## src/rtl/regfile_param.sv

```systemverilog
// Parameterised 2-read/1-write register file with write forwarding, optional
// registered reads, optional hardwired-zero entry 0 and a sequential clear sweep.
module regfile_param #(
  parameter int DATA_W   = 16,
  parameter int ADDR_W   = 4,
  parameter int REG_READ = 0,
  parameter int ZERO_REG = 0
) (
  input  logic              clk,
  input  logic              reset,
  input  logic              clear,
  input  logic              write_enable,
  input  logic [ADDR_W-1:0] address_w,
  input  logic [DATA_W-1:0] data_in_w,
  input  logic [ADDR_W-1:0] address_a,
  input  logic [ADDR_W-1:0] address_b,
  output logic [DATA_W-1:0] data_out_a,
  output logic [DATA_W-1:0] data_out_b,
  output logic              busy,
  output logic              write_drop
);

  localparam int DEPTH = 2**ADDR_W;

  typedef enum logic {IDLE, SWEEP} state_t;

  state_t            state, state_nxt;
  logic [ADDR_W-1:0] cnt, cnt_nxt;
  logic [DATA_W-1:0] mem [DEPTH];
  logic              wr_zero;
  logic              wr_acc;
  logic [DATA_W-1:0] rd_a, rd_b;

  assign busy    = (state == SWEEP);
  assign wr_zero = (ZERO_REG != 0) && (address_w == '0);
  assign wr_acc  = write_enable && !busy && !reset && !wr_zero;

  always_comb begin
    state_nxt = state;
    cnt_nxt   = cnt;
    case (state)
      IDLE: begin
        if (clear) begin
          state_nxt = SWEEP;
          cnt_nxt   = '0;
        end
      end
      SWEEP: begin
        // cnt wraps back to 0 on the last entry, leaving it ready for the next sweep
        cnt_nxt = cnt + 1'b1;
        if (&cnt) begin
          state_nxt = IDLE;
        end
      end
      default: state_nxt = IDLE;
    endcase
  end

  always_ff @(posedge clk) begin
    if (reset) begin
      state      <= IDLE;
      cnt        <= '0;
      write_drop <= 1'b0;
    end else begin
      state      <= state_nxt;
      cnt        <= cnt_nxt;
      write_drop <= write_enable && busy;
    end
  end

  always_ff @(posedge clk) begin
    if (reset) begin
      for (int i = 0; i < DEPTH; i++) begin
        mem[i] <= '0;
      end
    end else if (busy) begin
      mem[cnt] <= '0;
    end else if (wr_acc) begin
      mem[address_w] <= data_in_w;
    end
  end

  // Read value seen by a port: zero register, then same-cycle write, then the array
  function automatic logic [DATA_W-1:0] read_val(input logic [ADDR_W-1:0] addr);
    logic [DATA_W-1:0] val;
    if ((ZERO_REG != 0) && (addr == '0)) begin
      val = '0;
    end else if (wr_acc && (address_w == addr)) begin
      val = data_in_w;
    end else begin
      val = mem[addr];
    end
    return val;
  endfunction

  always_comb begin
    rd_a = read_val(address_a);
    rd_b = read_val(address_b);
  end

  generate
    if (REG_READ != 0) begin : g_reg_read
      always_ff @(posedge clk) begin
        if (reset) begin
          data_out_a <= '0;
          data_out_b <= '0;
        end else begin
          data_out_a <= rd_a;
          data_out_b <= rd_b;
        end
      end
    end else begin : g_comb_read
      assign data_out_a = rd_a;
      assign data_out_b = rd_b;
    end
  endgenerate

endmodule

```

## config.mk

```make
export PLATFORM = sky130hd
export DESIGN_NAME = regfile_param
export DESIGN_NICKNAME = d
export VERILOG_FILES = /design/src/rtl/regfile_param.sv
export SDC_FILE = /design/constraint.sdc
export NUM_CORES = 1
export LEC_CHECK = 0
export CAP_MARGIN = 20
export CORE_MARGIN = 8
export CORE_UTILIZATION = 55
export CTS_CLUSTER_DIAMETER = 50
export CTS_CLUSTER_SIZE = 24
export DETAILED_ROUTE_END_ITERATION = 10
export PLACE_DENSITY = 0.76
export REMOVE_ABC_BUFFERS = 1
export SLEW_MARGIN = 20
export SYNTH_ARGS = -nofsm -noshare
export SYNTH_HDL_FRONTEND = slang
export SYNTH_SLANG_ARGS = --single-unit
```

## constraint.sdc

```tcl
create_clock -name clk -period 2.7 [get_ports clk]
set_clock_uncertainty 0.1 [all_clocks]
set_input_delay 0.405 -clock clk [delete_from_list [all_inputs] [get_ports clk]]
set_output_delay 0.405 -clock clk [all_outputs]
set_load 0.1 [all_outputs]
```

# Word level (Yosys, flattened, before mapping)

Memories as Yosys holds them, arrays and structs flattened.
Index checks and enable logic that the tools add are counted.

Bits in registers: 6
Bits in latches: 0
Memory bits (writable): 256
ROM bits: 0
Input bits: 32
Logic and storage cells: 41
Memories kept: 1

Add/subtract/negate cells: 1
Multipliers: 0
Divide/modulo/power cells: 0
$lt $le $gt $ge: 0
Equality and inequality tests: 3
Shifts and indexed selects: 0
Multiplexer cells: 22
Bitwise gates (word level): 1
Reduce and logical (&&, ||, !) cells: 10

Memory list:

| name | depth | bits a word | read ports | clocked after Yosys merged registers in | wr ports | RTL line | text |
|---|---|---|---|---|---|---|---|
| mem  | 16    | 16          | 2          | 0                                       | 16       | 29       | `logic [DATA_W-1:0] mem [DEPTH];` |

Operators with widths:

| kind                | number |
|---|---|
| $mux 16             | 4 |
| $reduce_or 16->1    | 2 |
| $mux 1              | 13 |
| $mux 4              | 3 |
| $eq 4x4->1          | 2 |
| $pmux 4 s2          | 1 |
| $logic_and 1x1->1   | 5 |
| $add 4x1->4 const B | 1 |
| $reduce_and 4->1    | 1 |
| $logic_not 1->1     | 2 |
| $ne 2x2->1 const B  | 1 |
| $pmux 1 s2          | 1 |
| $not 1->1           | 1 |

# Depth between registers and ports, before layout

Gate-level depths: netlist of the first run.

Depth in word-level cells: 9
Gate-level depth with buffers: 8

# Worst setup path after synthesis of the first run

Ideal clock, no wire load.

Path type: reg2reg
Start point: register state, in the netlist busy
End point: memory mem[2][0], enable pin
Data arrival time: 2.461 ns
Data required time: 2.229 ns
Path slack: -0.232 ns
Cell stages (with the launch flop): 6
Buffers on the path: 1
Path through: dfxtp_1 nor3b_2 buf_6 mux2i_4 nand4_2 or2b_1

RTL lines:

| element                | RTL line | text |
|---|---|---|
| from (decl)            | 27       | `state_t state, state_nxt;` |
| from (signal assigned) | 65       | `state <= state_nxt;` |
| to (decl)              | 29       |  |

==> qor.yml, run 1 <==
synth_edf_count: 256
antenna_found_initial: 1
slew_headroom: 0.757
drive_gt1_frac: 0.423
clockBufferDepth: 3
hp-class: "in -> reg"
critical_path.startpoint: "mem[8][3]"
grt_max_degree: 28
synthXorXnorAreaFrac: 0.00491
startpoint_type: "flop"
worstSetupEndpointType: "output pin"
r2r_start: "busy"
crit_slowest_cell: "mux4_2"
slowest_delay_ns: 0.54
maxSlewViolCount: 0
clk_pin_slew_worst_paths_ns: 0.08
syn_inst: 957
chipHeight_um: 177
cts_tree: "yes"
rsz0062_at_grt: "true"
yosys.area_share.simple: 0.106
coreArea_mm2: 0.0258
max_slew.worst_pin.slew_ns: 0.356
violations: "negative setup slack"
critPathArrivalTime_ns: 2.32
synth_compound_area_frac: 0.00561
leakagePower_nw: 6.42
wire_per_inst_um: 28.5
cp.required_ns: 2.19
hold_buffers: 0
clk_latency_ns: 0.53
grt_pass1_vias: 9959
hold_start: "clear"
path_max_fanout: 2
antenna_left: 0
placed_area_mm2: 0.0165
peakVddDrop_mv: 0.402
finalSetupViolCount: 32
drv_cap: 0
yosysWarningCount: 0
syn_to_final_growth_pct: 27.2
groute.usage.overall: 0.263
yosys_most_used_dff: "edfxtp_1"
finalHoldViolations: 0
grt_remaining_overflow: 0
antenna-diode-count: 0
p_total_mw: 10.8
worstSetupPathType: "reg -> out"
syn-cell-area_mm2: 0.0143
timing.final.crit_share: 1.05
dp_slack_ns: -0.397
ys_ff_latch: 262
fin_nets: 1128
synth_cell_types: 38
wl_um: 41200
pin_count: 66
power_density_mw_per_mm2: 593
port_buffers: 65
period_needed_ns: 2.83
drcViolationCount: 0
final_cell_area_mm2: 0.0181
grt_pass1_wl_um: 61300
cts_sinks: 262
num_vias: 9602
core.rowCount: 59
hpwlAfterDp_um: 27900
synth.area.mux_share: 0.305
synthArstFlopShare: 0
synth_area_leaders: "edfxtp_1, mux4_2, nor2_1, mux2i_1, mux2_2"
cts-buffers-inserted: 24
synth_fa_ha_area_frac: 0.000877
fin_ws_ns: -0.128
synth_seq_area_share: 0.547
drt_iter0_drc: 1158
synth_top_cell_area_share: 0.539
finalSetupTns_ns: -2.09
outcome: "finished with violations"
holdWs_ns: 0.528
vias_per_cell: 6.63
start_util: 0.554
first_pass_iters: 5
die_area_mm2: 0.0314
crit_chain: "mux4_2, mux2i_4, mux2i_1, mux2_4, buf_12"
htree_num_levels: 1
gp_congestion: 0.953
max_freq_mhz: 354
clockRootBuffer: "clkbuf_16"
dieWidth_um: 177
synth_top_family_by_area: "multiplexers"
synth_top_area_cell: "edfxtp_1"
avgSynthCellArea_um2: 14.9
final timing paths:
kind	endpoint	depth (start not counted)	slack [ns]
max	data_out_a[3]	5	-0.13
min	cnt[1]	4	0.53
max reg2reg	mem[1][10]	8	0.23
min reg2reg	cnt[0]	2	0.57
cell type report:
| type | instances | area (um2) |
|---|---|---|
| Clock buffer | 25 | 626 |
| Clock inverter | 19 | 265 |
| Fill cell | 1559 | 7610 |
| Inverter | 1 | 3.75 |
| Multi-Input combinational cell | 611 | 6630 |
| Sequential cell | 262 | 7810 |
| Tap cell | 335 | 419 |
| Timing Repair Buffer | 195 | 2400 |
worst max-delay path: cells and delay by family (launching register included):
kind	cells	cell delay [ns]
flops	1	0.40
mux	4	1.21
buf+inv	1	0.17
sequential cells by signal (all words and copies together), names as in the netlist:
| signal | flops |
|---|---|
| mem | 256 |
| cnt | 4 |
| busy | 1 |
| write_drop | 1 |
synthesized netlist by cell type (2+ instances only):
| cell type | n |
|---|---|
| nand2b_1 | 17 |
| nand4_2 | 10 |
| nor4_1 | 2 |
| a21oi_2 | 2 |
| buf_1 | 11 |
| mux2i_4 | 3 |
| buf_6 | 7 |
| mux4_2 | 128 |
| a21oi_1 | 5 |
| mux2_2 | 34 |
| buf_4 | 11 |
| mux2_4 | 2 |
| nor2_1 | 259 |
| dfxtp_1 | 6 |
| xor2_1 | 8 |
| buf_2 | 23 |
| nor3_1 | 2 |
| clkbuf_1 | 31 |
| edfxtp_1 | 256 |
| nand4_4 | 6 |
| nand3b_1 | 2 |
| mux2i_1 | 97 |
| nand2_1 | 20 |
cell usage in the layout (no fill, tap or decap), types with 2 or more instances in the layout:
cell type and n:
nor2_1 259, edfxtp_1 256, mux4_2 128, buf_4 91, buf_12 67, mux2i_2 38
mux2i_1 35, mux2_4 30, mux2i_4 28, clkbuf_16 25, clkdlybuf4s50_1 20, nand2_1 18
nand2b_1 17, nand4_2 10, xor2_1 7, mux2_2 6, nand4_4 6, clkinv_8 6
buf_6 6, a21oi_1 5, dfxtp_1 5, dlygate4sd2_1 4, buf_2 4, inv_8 3
a21oi_2 2, nand3b_1 2, nor3_1 2, inv_12 2, bufinv_16 2, clkinvlp_4 2
cells by family after synthesis:
group                      count (synthesis)
and+or+nand+nor                          326
muxes                                    265
DFF                                      262
buffers and inverters                     84
AOI/OAI and AO/OA                         11
xor gates and xnor gates                   8
adders and majority gates                  1
routing by layer:
metal | track usage | vias to the layer above | routed length, um
met2 | 0.433 | 664 | 20000
met4 | 0.132 | 2 | 2040
met5 | 0 | - | 16
met3 | 0.0403 | 123 | 4470
met1 | 0.337 | 4862 | 14700
li1 | - | 3951 | -
per-stage QoR:
step                 util  cells
floorplan               -    874
global placement    0.640   1395
detailed placement  0.640   1395
CTS                 0.697   1444
global route        0.704   1448
finish              0.704   1448
repair_timing:
item	4_1_cts	5_1_grt
pin swaps	3	0
gates cloned	1	0
endpoints found under the setup margin	32	32
resized for setup	117	22
setup buffers	4	5
where the power goes:
part / switching (mW) / leakage (nW) / total (mW) / internal [mW]
sequential: 0.0862 / 2.70 / 4.70 / 4.61
clock: 1.72 / 0.425 / 3.72 / 2.00
combinational: 1.34 / 3.30 / 2.35 / 1.01
Power figures use the tool's default switching activity.
==> run 2: changes to the inputs <==
--- a/config.mk
+++ b/config.mk
@@ -7,11 +7,11 @@
 export LEC_CHECK = 0
 export CAP_MARGIN = 20
 export CORE_MARGIN = 8
-export CORE_UTILIZATION = 55
+export CORE_UTILIZATION = 44
 export CTS_CLUSTER_DIAMETER = 50
 export CTS_CLUSTER_SIZE = 24
 export DETAILED_ROUTE_END_ITERATION = 10
-export PLACE_DENSITY = 0.76
+export PLACE_DENSITY = 0.6
 export REMOVE_ABC_BUFFERS = 1
 export SLEW_MARGIN = 20
 export SYNTH_ARGS = -nofsm -noshare
==> constraint.sdc (replaced) <==
create_clock -name clk -period 3.5 [get_ports clk]
set_clock_uncertainty 0.1 [all_clocks]
set_input_delay 0.525 -clock clk [delete_from_list [all_inputs] [get_ports clk]]
set_output_delay 0.525 -clock clk [all_outputs]
set_load 0.1 [all_outputs]
==> qor.yml, run 2 (synthesis gave the netlist of run 1 again) <==
outcome: "finished clean"  # was finished with violations
max_freq_mhz: 308
cts_tree: "yes"  # unchanged
largest_register_ffs: 256  # unchanged
clk_latency_ns: 0.51  # was 0.53 ns
crit_chain: "buf_4, buf_12, mux4_2, mux2i_1, mux2i_1, mux2_2, buf_12"  # was mux4_2, mux2i_4, mux2i_1, mux2_4, buf_12
peakVddDrop_mv: 0.350  # was 0.402 mV
max_slew.worst_pin.slew_ns: 0.984  # was 0.356 ns
start_util: 0.443  # was 0.554
die_area_mm2: 0.0384  # was 0.0314 mm2
hp-class: "reg -> reg"  # was in -> reg
wire_per_inst_um: 28.0  # was 28.5 um
rsz0062_at_grt: "false"  # was true
reg2reg_depth: 7  # was 8
chipHeight_um: 196  # was 177 um
leakagePower_nw: 6.16  # was 6.42 nW
top_regs: "mem (256), cnt (4)"  # unchanged
crit_slowest_cell: "mux4_2"  # unchanged
grt_max_degree: 33  # was 28
layout_commonest_cell: "nor2_1"  # unchanged
slew_headroom: 0.342  # was 0.757
drcViolationCount: 0  # unchanged
slowest_delay_ns: 0.53  # was 0.54 ns
path_depth: 7  # was 5
num_vias: 8894  # was 9,602
vias_per_cell: 5.97  # was 6.63
cts_sinks: 262  # unchanged
gp_congestion: 0.829  # was 0.953
fillCellCount: 2602  # was 1,559
grt_remaining_overflow: 0  # unchanged
coreArea_mm2: 0.0322  # was 0.0258 mm2
syn_to_final_growth_pct: 21.1  # was 27.2%
drive_gt1_frac: 0.340  # was 0.423
placed_area_mm2: 0.0161  # was 0.0165 mm2
path_delay_family: "multiplexers"  # unchanged
ctsResizeCount: 0  # was 117
dp_slack_ns: 0.239  # was -0.397 ns
placedCellCount: 1429  # was 1,395
critPathArrivalTime_ns: 2.62  # was 2.32 ns
finalSetupTns_ns: 0  # was -2.09 ns
antenna_left: 0  # unchanged
hpwlAfterDp_um: 28400  # was 27,900 um
final_cell_area_mm2: 0.0173  # was 0.0181 mm2
drv_cap: 0  # unchanged
dieWidth_um: 196  # was 177 um
grt_pass1_wl_um: 61900  # was 61,300 um
clockRootBuffer: "clkbuf_16"  # unchanged
core.rowCount: 66  # was 59
drt_iter0_drc: 800  # was 1,158
period_needed_ns: 3.25
maxSlewViolCount: 0  # unchanged
groute.usage.overall: 0.220  # was 0.263
r2r_end: "mem[12][11]"  # was mem[1][10]
first_pass_iters: 5  # unchanged
top_register: "mem"  # unchanged
worstSetupEndpoint: "data_out_b[3]"  # was data_out_a[3]
finalSetupViolCount: 0  # was 32
r2r_start: "busy"  # unchanged
fin_nets: 1090  # was 1,128
cts_setup_buffers: 0  # was 4
timing.final.crit_share: 0.928
startpoint_type: "primary input"  # was flop
layout_common_cells: "nor2_1, edfxtp_1, mux4_2, mux2i_1, buf_4"  # was nor2_1, edfxtp_1, mux4_2, buf_4, buf_12
cts-buffers-inserted: 34  # was 24
worstSetupPathType: "in -> out"  # was reg -> out
grt_pass1_vias: 9467  # was 9,959
clockBufferDepth: 3  # unchanged
hold_buffers: 0  # unchanged
htree_num_levels: 2  # was 1
clk_pin_slew_worst_paths_ns: 0.06  # was 0.08 ns
antenna-diode-count: 0  # unchanged
wl_um: 41600  # was 41,200 um
p_total_mw: 8.82  # was 10.8 mW
fin_ws_ns: 0.252  # was -0.128 ns
antenna_found_initial: 2  # was 1
worstSetupEndpointType: "output pin"  # unchanged
crit_buf_inv: 3  # was 1
final_cell_count_no_fill: 1489  # was 1,448
power_density_mw_per_mm2: 510  # was 593 mW/mm2
cp.required_ns: 2.87  # was 2.19 ns
finalHoldViolations: 0  # unchanged
pin_count: 66  # unchanged
port_buffers: 65  # unchanged
critical_path.startpoint: "address_b[0]"  # was mem[8][3]
path_max_fanout: 15  # was 2
r2r_slack_ns: 0.82  # was 0.23 ns
-- run 2: changes by cell type in the layout (fill, tap and decap cells not counted), moves of 20 or more --
cell / previous run / this run
mux2_2: 6 / 34
buf_4: 91 / 71
mux2i_1: 35 / 97
mux2i_4: 28 / 3
mux2i_2: 38 / 1
mux2_4: 30 / 2
-- run 2: worst min-delay path by stage --
stage / from / to / depth (start not counted)
after floorplan: cnt[2] / cnt[2] / 1
after detailed placement: cnt[2] / cnt[2] / 1
after global placement: cnt[0] / cnt[0] / 2
final: cnt[2] / cnt[2] / 1
after CTS: cnt[2] / cnt[2] / 1
after global routing: cnt[0] / cnt[0] / 2
-- run 2: where the power goes --
part / internal (mW) / switching, mW / total (mW)
clock: 2.17 / 1.45 / 3.62
sequential: 3.56 / 0.0649 / 3.63
combinational: 0.630 / 0.944 / 1.57
total: 6.36 / 2.46 / 8.82
-- run 2: layer usage --
metal,up-vias,GRT usage,part of all wire
met5,-,0,0.00072
met4,4,0.0629,0.024
met3,73,0.0466,0.073
met2,347,0.354,0.47
met1,4582,0.299,0.43
li1,3888,-,-
-- run 2: through the flow --
| step | util | hold WS (ns) |
|---|---|---|
| CTS | 0.537 | 0.546 |
| finish | 0.537 | 0.556 |
| floorplan | - | 0.455 |
| global placement | 0.500 | 0.523 |
| detailed placement | 0.500 | 0.531 |
| global route | 0.537 | 0.571 |
-- run 2: cell type report --
cell class / instances / area (um2) / share of cell area
clock buffer: 36 / 880 / 0.0509
clock inverter: 24 / 289 / 0.0167
inverter: 1 / 3.75 / 0.000217
multi-input combinational: 611 / 6030 / 0.349
sequential: 262 / 7810 / 0.452
tap: 408 / 510 / 0.0295
timing repair buffer: 147 / 1760 / 0.102
-- run 2: worst reg2reg max path, stage by stage (launching register included) --
cell      delay (ns)
dfxtp_1         0.47
nor3b_4         0.29
buf_12          0.24
mux2i_4         0.43
buf_4           0.22
nand4_4         0.19
nand2b_1        0.16
buf_4           0.25
==> run 3: changes to the inputs <==
--- a/config.mk
+++ b/config.mk
@@ -13,6 +13,7 @@
 export DETAILED_ROUTE_END_ITERATION = 10
 export PLACE_DENSITY = 0.6
 export REMOVE_ABC_BUFFERS = 1
+export SKIP_CTS_REPAIR_TIMING = 1
 export SLEW_MARGIN = 20
 export SYNTH_ARGS = -nofsm -noshare
 export SYNTH_HDL_FRONTEND = slang
==> results of run 3 <==
Same layout as run 2: the final DEF is identical, and so are final timing and power.
